==> src/rtl/iscas_bist_pkg.sv <==
// Shared types and constants for the ISCAS benchmark BIST controller.
// Holds the FSM state enum, LFSR/MISR taps and the seed fix-up helpers.
package iscas_bist_pkg;

  typedef enum logic [2:0] {
    S_IDLE  = 3'd0,
    S_FLUSH = 3'd1,
    S_RUN   = 3'd2,
    S_DRAIN = 3'd3,
    S_DONE  = 3'd4
  } state_t;

  // x^16+x^14+x^13+x^11+1 : feedback from bits 15,13,12,10
  localparam logic [15:0] BIST_TAPS     = 16'hB400;
  localparam logic [15:0] SEED_ZERO_SUB = 16'h0001;
  localparam logic [15:0] LFSR_RST      = 16'h0001;
  localparam logic [15:0] MISR_RST      = 16'h0000;

  function automatic logic [15:0] lfsr_step(
    input logic [15:0] q,
    input logic [15:0] taps
  );
    return {q[14:0], ^(q & taps)};
  endfunction

  // An all-zero seed would lock the LFSR up
  function automatic logic [15:0] fix_seed(
    input logic [15:0] s
  );
    return (s == 16'h0000) ? SEED_ZERO_SUB : s;
  endfunction

endpackage

==> src/rtl/iscas_bist_lfsr16.sv <==
// 16-bit load/shift register with xor data-in; LFSR when din=0, MISR otherwise.
// Ports: clk, rst_n, load/load_val (priority), shift, din, q (state).
module iscas_bist_lfsr16
  import iscas_bist_pkg::*;
#(
  parameter logic [15:0] TAPS    = BIST_TAPS,
  parameter logic [15:0] RST_VAL = LFSR_RST
) (
  input  logic        clk,
  input  logic        rst_n,
  input  logic        load,
  input  logic [15:0] load_val,
  input  logic        shift,
  input  logic [15:0] din,
  output logic [15:0] q
);

  logic [15:0] nxt;

  always_comb begin
    nxt = q;
    if (load) begin
      nxt = load_val;
    end else if (shift) begin
      nxt = lfsr_step(q, TAPS) ^ din;
    end
  end

  always_ff @(posedge clk or negedge rst_n) begin
    if (!rst_n) begin
      q <= RST_VAL;
    end else begin
      q <= nxt;
    end
  end

endmodule

==> src/rtl/iscas_bist_ctrl.sv <==
// BIST controller for an ISCAS benchmark: flush, LFSR-driven run, MISR compaction.
// Ports: start_i/abort_i/num_cycles_i/seed_i/golden_i control, dut_in_o/dut_out_i
// to the benchmark, busy_o/done_o/pass_o/signature_o status (all registered).
module iscas_bist_ctrl
  import iscas_bist_pkg::*;
#(
  parameter int              IN_W         = 3,
  parameter int              OUT_W        = 6,
  parameter int              FLUSH_CYCLES = 4,
  parameter logic [IN_W-1:0] FLUSH_VEC    = IN_W'(1),
  parameter int              CNT_W        = 16
) (
  input  logic             clk,
  input  logic             rst_n,
  input  logic             start_i,
  input  logic             abort_i,
  input  logic [CNT_W-1:0] num_cycles_i,
  input  logic [15:0]      seed_i,
  input  logic [15:0]      golden_i,
  input  logic [OUT_W-1:0] dut_out_i,
  output logic [IN_W-1:0]  dut_in_o,
  output logic             busy_o,
  output logic             done_o,
  output logic             pass_o,
  output logic [15:0]      signature_o
);

  localparam int FW = $clog2(FLUSH_CYCLES + 1);
  localparam logic [FW-1:0] FLUSH_LAST =
    FW'(FLUSH_CYCLES - 1);

  state_t state;
  state_t state_d;

  logic [FW-1:0]    flush_cnt;
  logic [CNT_W-1:0] run_cnt;
  logic             run_first;

  logic accept;
  logic leave;

  logic        lfsr_shift;
  logic        misr_shift;
  logic [15:0] lfsr_q;
  logic [15:0] misr_din;

  logic [IN_W-1:0] lfsr_lo;
  logic [IN_W-1:0] dut_in_d;
  logic            busy_d;
  logic            done_d;
  logic            pass_d;

  assign accept = (state == S_IDLE) && start_i
                  && !abort_i;
  assign leave  = (state != S_IDLE) && abort_i;

  // ---- state register and counters
  always_ff @(posedge clk or negedge rst_n) begin
    if (!rst_n) begin
      state     <= S_IDLE;
      flush_cnt <= '0;
      run_cnt   <= '0;
      run_first <= 1'b0;
    end else begin
      state <= state_d;
      if (accept) begin
        flush_cnt <= FLUSH_LAST;
        run_cnt   <= num_cycles_i;
      end else begin
        if (state == S_FLUSH && flush_cnt != '0)
          flush_cnt <= flush_cnt - FW'(1);
        if (state == S_RUN && run_cnt != '0)
          run_cnt <= run_cnt - CNT_W'(1);
      end
      run_first <= (state_d == S_RUN)
                   && (state != S_RUN);
    end
  end

  // ---- next-state
  always_comb begin
    state_d = state;
    if (leave) begin
      state_d = S_IDLE;
    end else begin
      unique case (state)
        S_IDLE: begin
          if (accept) state_d = S_FLUSH;
        end
        S_FLUSH: begin
          if (flush_cnt == '0)
            state_d = (run_cnt == '0) ? S_DONE : S_RUN;
        end
        S_RUN: begin
          if (run_cnt <= CNT_W'(1))
            state_d = S_DRAIN;
        end
        S_DRAIN: state_d = S_DONE;
        S_DONE:  state_d = S_IDLE;
        default: state_d = S_IDLE;
      endcase
    end
  end

  // ---- pattern generator and response compactor
  // Benchmark outputs lag inputs by one cycle, so the MISR
  // skips the first RUN cycle and catches up in DRAIN.
  assign lfsr_shift = (state == S_RUN) && !abort_i;
  assign misr_shift = ((state == S_RUN && !run_first)
                      || state == S_DRAIN) && !abort_i;
  assign misr_din   = 16'(dut_out_i);

  iscas_bist_lfsr16 #(
    .TAPS    (BIST_TAPS),
    .RST_VAL (LFSR_RST)
  ) u_lfsr (
    .clk      (clk),
    .rst_n    (rst_n),
    .load     (accept),
    .load_val (fix_seed(seed_i)),
    .shift    (lfsr_shift),
    .din      (16'h0000),
    .q        (lfsr_q)
  );

  iscas_bist_lfsr16 #(
    .TAPS    (BIST_TAPS),
    .RST_VAL (MISR_RST)
  ) u_misr (
    .clk      (clk),
    .rst_n    (rst_n),
    .load     (accept),
    .load_val (MISR_RST),
    .shift    (misr_shift),
    .din      (misr_din),
    .q        (signature_o)
  );

  // ---- registered outputs, decoded from the next state
  // dut_in_o must show the LFSR value it will hold next cycle.
  always_comb begin
    lfsr_lo = lfsr_shift
              ? IN_W'(lfsr_step(lfsr_q, BIST_TAPS))
              : IN_W'(lfsr_q);
    dut_in_d = '0;
    busy_d   = 1'b0;
    done_d   = 1'b0;
    unique case (state_d)
      S_FLUSH: begin
        dut_in_d = FLUSH_VEC;
        busy_d   = 1'b1;
      end
      S_RUN: begin
        dut_in_d = lfsr_lo;
        busy_d   = 1'b1;
      end
      S_DRAIN: busy_d = 1'b1;
      S_DONE:  done_d = 1'b1;
      default: ;
    endcase
    pass_d = pass_o;
    unique case (1'b1)
      accept || leave:
        pass_d = 1'b0;
      state == S_DONE:
        pass_d = (signature_o == golden_i);
      default: ;
    endcase
  end

  always_ff @(posedge clk or negedge rst_n) begin
    if (!rst_n) begin
      dut_in_o <= '0;
      busy_o   <= 1'b0;
      done_o   <= 1'b0;
      pass_o   <= 1'b0;
    end else begin
      dut_in_o <= dut_in_d;
      busy_o   <= busy_d;
      done_o   <= done_d;
      pass_o   <= pass_d;
    end
  end

endmodule

==> config.mk <==
export PLATFORM = sky130hd
export DESIGN_NAME = iscas_bist_ctrl
export DESIGN_NICKNAME = d
export VERILOG_FILES = /design/src/rtl/iscas_bist_pkg.sv /design/src/rtl/iscas_bist_lfsr16.sv /design/src/rtl/iscas_bist_ctrl.sv
export SDC_FILE = /design/constraint.sdc
export NUM_CORES = 1
export LEC_CHECK = 0
export ABC_AREA = 1
export CAP_MARGIN = 5
export CORE_MARGIN = 10
export CORE_UTILIZATION = 40
export CTS_CLUSTER_SIZE = 14
export DETAILED_ROUTE_END_ITERATION = 10
export PLACE_DENSITY = 0.69
export RECOVER_POWER = 25
export SYNTH_ARGS = -nofsm -noshare
export SYNTH_HDL_FRONTEND = slang
export SYNTH_SLANG_ARGS = --single-unit
==> constraint.sdc <==
create_clock -name clk -period 4.2 [get_ports clk]
set_input_delay 0.84 -clock clk [delete_from_list [all_inputs] [get_ports clk]]
set_output_delay 0.84 -clock clk [all_outputs]
set_load 0.005 [all_outputs]
==> results of run 1 <==
==> cells in the mapped netlist, drive strengths merged <==
library cell  instances  share of area, %
nand2                77               9.3
nor2                 68               9.1
dfrtp                60                42
inv                  43               4.6
nand3                30               4.6
o22ai                24               4.2
o21ai                23               3.2
xnor2                19               4.7
xor2                 12               2.9
buf                  11               2.7
o211ai                8               2.1
or2                   8               1.4
a21oi                 6               1.1
nor3                  6               1.2
ha                    5               1.8
nand4                 5              0.88
a31oi                 4               1.4
a211oi                2              0.42
clkbuf                2              0.21
clkinv                2              0.28
nor4                  2              0.35
o21a                  2              0.42
dfstp                 1              0.74
nand3b                1              0.21
o221ai                1              0.25
==> per-layer routing <==
| layer | vias up | wire, um | track usage, % |
|---|---|---|---|
| li1 | 1547 | - | - |
| met1 | 1390 | 3893 | 16.75 |
| met2 | 63 | 4419 | 23.22 |
| met3 | 9 | 414 | 4.979 |
| met4 | 0 | 113 | 3.843 |
| met5 | - | 0 | 0 |
==> worst min-delay path by stage <==
stage	startpoint	to	depth (start not counted)
floorplan	u_lfsr.q[11]	u_lfsr.q[11]	2
finish	u_lfsr.q[11]	u_lfsr.q[11]	2
CTS	u_lfsr.q[11]	u_lfsr.q[11]	2
detailed placement	u_lfsr.q[11]	u_lfsr.q[11]	2
global placement	flush_cnt[1]	flush_cnt[1]	2
global route	u_lfsr.q[9]	u_lfsr.q[9]	2
==> power groups by stage <==
| stage | Sequential [mW] | Combinational (mW) | Clock [mW] |
|---|---|---|---|
| floorplan | 0.968 | 0.938 | 0 |
| global placement | 1.00 | 1.16 | 0 |
| detailed placement | 1.01 | 1.19 | 0 |
| CTS | 1.00 | 1.20 | 0.472 |
| global route | 1.03 | 1.34 | 0.507 |
| finish | 1.00 | 1.18 | 0.460 |
==> cell families (layout without fill, tap and decap cells) <==
logic type | after synthesis | in the layout | synth area share (%)
AND/OR/NAND/NOR | 197 | 197 | 26.95
XOR/XNOR | 31 | 31 | 7.606
flip-flops | 61 | 61 | 42.80
buffers and inverters | 58 | 142 | 7.816
adder cells (fa/ha/maj) | 5 | 5 | 1.753
AO/OA/AOI/OAI | 70 | 70 | 13.07
==> layout make-up <==
type / instances / area share, %
inverter: 45 / 3.806
multi-input combinational: 303 / 38.58
clock inverter: 4 / 0.5476
clock buffer: 12 / 3.176
tap: 108 / 2.957
sequential: 61 / 33.43
timing repair buffer: 81 / 17.50
==> registers in the layout, summed over array words and instances, names as in the netlist <==
register and flops:
dut_in_o 3, pass_o 1, state 3, run_first 1
done_o 1, busy_o 1, flush_cnt 3, u_misr.q 16
run_cnt 16, u_lfsr.q 16
==> worst register-to-register path, cell delays in order, from the launching register on <==
cell and delay, ps:
dfrtp_1 430, nor3_4 250, nand3_4 510, nand2_4 540, o211ai_1 150, o21a_1 130
==> stage by stage <==
step,std cells,power [mW],utilization (%),hold WS [ps]
2_1_floorplan,422,1.906,-,459.4
3_3_place_gp,598,2.157,50.46,486.0
3_5_place_dp,598,2.200,50.46,479.8
4_1_cts,614,2.670,52.41,503.2
5_1_grt,614,2.883,52.40,556.7
6_report,614,2.644,52.40,508.1
==> flow_summary.ini, run 1 <==
[power]
pwr-share-comb_pct = 44.7
powerDensity_mw_per_mm2 = 578.6
seq_power_share_pct = 37.9
swShare_pct = 42.04
p_switching_mw = 1.112
clkPwrFrac_pct = 17.4
p_int_mw = 1.532
p_leak_nw = 1.931
ir_drop_mv = 0.2914

[critical_path]
crit_path_start = abort_i
start_kind = primary input
critPathBufInv = 3
slowest_stage = clkdlybuf4s50_1
worstRegToRegCells = 5
worstPathCellList = clkdlybuf4s50_1 > inv_1 > nand3_4 > clkinv_2 > nand2_1 > o211ai_1 > o21a_1
crit_type = in -> reg
path_delay_family = buffers and inverters
worst-r2r-setup-slack_ps = 2080
cpPeakStageDelay_ps = 530
cp_data_required_time_ps = 4430
regToRegEndpoint = run_cnt[2]
crit_end = run_cnt[2]
end_kind = flip-flop
worstPathMaxFanout = 52
r2r-start = state[0]
crit_cells = 7
critPathArrivalTime_ps = 2800

[cells_and_area]
antenna_cells = 0
ff_latch_area_mm2 = 0.001528
num-fill-cells = 814
multi_input_area_mm2 = 0.001763
syn_to_final_growth_pct = 28.01
layout_common_cells = clkdlybuf4s50_1, nand2_1, dfrtp_1
design_area_mm2 = 0.004569
mostFrequentLayoutCell = clkdlybuf4s50_1
fin_nets = 564
drive_gt1_share_pct = 12.45

[timing]
setup_viol = 0
tightest_slew_ps = 1502
relSlewSlack_pct = -0.1381
min_period_over_period_pct = 61.06
max_freq_mhz = 389.9
period_needed_ps = 2565
clock_skew_ps = 8.346
maxSlewViolCount = 27
finalHoldViolations = 0
tns_ps = 0
fin_ws_ps = 1635
grt_setup_unrepaired = false

[clock_network]
cts_buffer_depth = 2
clk_pin_slew_worst_paths_ps = 70
postCtsResizedCells = 0
postCtsSetupBuffers = 0
cts_made_buffers = 9
ctsHoldBuffers = 0
clk_latency_ps = 340
cts_sinks = 61
htreeDepth = 3
root_buffer = clkbuf_8
cts_tree = done

[detailed_routing]
finalWirelength_mm = 8.841
vias = 3009
drt_iter0_drc = 140
drc = 0
wl_per_cell_um = 14.40
first_pass_iters = 4
vias_per_cell = 4.901
antenna_left = 0

[job]
max_cap_viol_count = 1

[floorplan]
std_cell_rows = 34
dieHeight_um = 114.5
die_area_mm2 = 0.01310
core_mm2 = 0.008721
start_util_pct = 40.93
io-pin-count = 80
die_w_um = 114.5

[logic_synthesis]
synth_seq_area_share_pct = 42.80
synth_area_mm2 = 0.003570
netlist_instances = 422
yosysWarnings = 0
synth_fp_nets = 485
yosys.cell_types.count = 40
syn_area_per_cell_um2 = 8.459
synth_seq_cells = 61

[global_routing]
antenna_found_initial = 0
grt_use_total_pct = 14.01
grt_pass1_wl_mm = 14.99
grt-ovfl-total = 0
grt_pass1_vias = 3095
grt_max_degree = 53

[placed_design]
portBuffers = 79
dp_hpwl_mm = 6.737
place_congestion = 0.8479
pre_cts_ws_ps = 1270
dpl-instance-area_mm2 = 0.004400

[status]
run_status = finished with violations
failed_checks = capacitance limit, slew limit

[worst_hold_path]
hp-class = reg -> reg
(Power assumes the default switching activity.)
==> inputs of run 2 (changes only) <==
==> constraint.sdc (replaced) <==
create_clock -name clk -period 2.39 [get_ports clk]
set_input_delay 0.478 -clock clk [delete_from_list [all_inputs] [get_ports clk]]
set_output_delay 0.478 -clock clk [all_outputs]
set_load 0.005 [all_outputs]
==> flow_summary.ini, run 2 (same netlist as run 1, synthesis figures left out) <==
[cells_and_area]
reg.largest.list = run_cnt: 16 flops, u_lfsr.q: 16 flops, u_misr.q: 16 flops
mostFrequentLayoutCell = clkdlybuf4s50_1
final_util_pct = 53.43
drive_gt1_share_pct = 13.50
fin_nets = 569
num-fill-cells = 786
design_area_mm2 = 0.004659
stdcell_count = 619
layout_common_cells = clkdlybuf4s50_1, nand2_1, dfrtp_1
antenna_cells = 0
syn_to_final_growth_pct = 30.53

[floorplan]
start_util_pct = 40.93
core_mm2 = 0.008721
std_cell_rows = 34
io-pin-count = 80
die_area_mm2 = 0.01310
die_w_um = 114.5
dieHeight_um = 114.5

[critical_path]
start_kind = flip-flop
crit_type = reg -> out
end_kind = output pin
cpPeakStageDelay_ps = 540
slowest_stage = clkdlybuf4s50_1
critPathArrivalTime_ps = 1320
worstPathMaxFanout = 4
worstPathCellList = clkdlybuf4s50_1
cp_data_required_time_ps = 1910
path_delay_family = buffers and inverters
critPathBufInv = 1

[global_routing]
grt_pass1_vias = 3023
grt_max_degree = 28
grt_use_total_pct = 13.77
grt_pass1_wl_mm = 14.67
antenna_found_initial = 0
grt-ovfl-total = 0

[worst_hold_path]
hp-class = in -> async

[clock_network]
htreeDepth = 3
root_buffer = clkbuf_8
clk_pin_slew_worst_paths_ps = 70
postCtsSetupBuffers = 0
ctsHoldBuffers = 0
cts_sinks = 61
cts_tree = done
clk_latency_ps = 340
postCtsResizedCells = 0
cts_buffer_depth = 2
cts_made_buffers = 9

[timing]
tightest_slew_ps = 1272
grt_setup_unrepaired = false
finalHoldViolations = 0
period_needed_ps = 1799
fin_ws_ps = 591.0
tns_ps = 0
maxSlewViolCount = 0
relSlewSlack_pct = 15.18
holdWs_ps = 398.2
min_period_over_period_pct = 75.27
clock_skew_ps = 10.50
max_freq_mhz = 555.9
setup_viol = 0

[placed_design]
place_congestion = 0.8437
pre_cts_ws_ps = 227.5
dp_hpwl_mm = 6.874
dpl-instance-area_mm2 = 0.004451
portBuffers = 79
numPlacedInstances = 603

[power]
p_leak_nw = 1.988
ir_drop_mv = 0.3982
fin_total_pwr_mw = 4.909
powerDensity_mw_per_mm2 = 1054

[detailed_routing]
drc = 0
vias = 3082
antenna_left = 0
finalWirelength_mm = 8.852
first_pass_iters = 4
drt_iter0_drc = 88
wl_per_cell_um = 14.30
vias_per_cell = 4.979

[job]
max_cap_viol_count = 0

[status]
run_status = finished clean
[run 2: routing by layer]
layer / vias up / part of all wire (%) / track usage (%)
li1: 1557 / - / -
met1: 1455 / 46 / 17.61
met2: 62 / 49 / 22.08
met3: 8 / 4.5 / 3.197
met4: 0 / 1.2 / 5.013
met5: - / 0 / 0
[run 2: path summary, 6_finish.rpt]
check                        startpoint               to  slack, ps  cells after the start
max                        u_misr.q[13]  signature_o[13]        590                      1
min                               rst_n     u_misr.q[12]        400                      1
max reg2reg                  run_cnt[0]      run_cnt[13]        660                     10
min in group clk           u_lfsr.q[11]     u_lfsr.q[11]        510                      2
min reg2reg                u_lfsr.q[11]     u_lfsr.q[11]        510                      2
max in group asynchronous         rst_n     flush_cnt[2]        650                      2
[run 2: layout make-up]
type                            instances  area (um2)  area share, %
Timing Repair Buffer                   86       834.6          17.91
Multi-Input combinational cell        303        1763          37.84
Clock inverter                          4       70.07          1.504
Clock buffer                           12       155.1          3.330
Inverter                               45       173.9          3.733
Sequential cell                        61        1528          32.79
Tap cell                              108       135.1          2.900
[run 2: report_power, final]
group	switching, mW	total, mW	internal, mW	leakage (nW)
sequential	0.339	1.76	1.42	0.764
combinational	1.22	2.12	0.901	1.11
clock	0.390	1.03	0.641	0.116
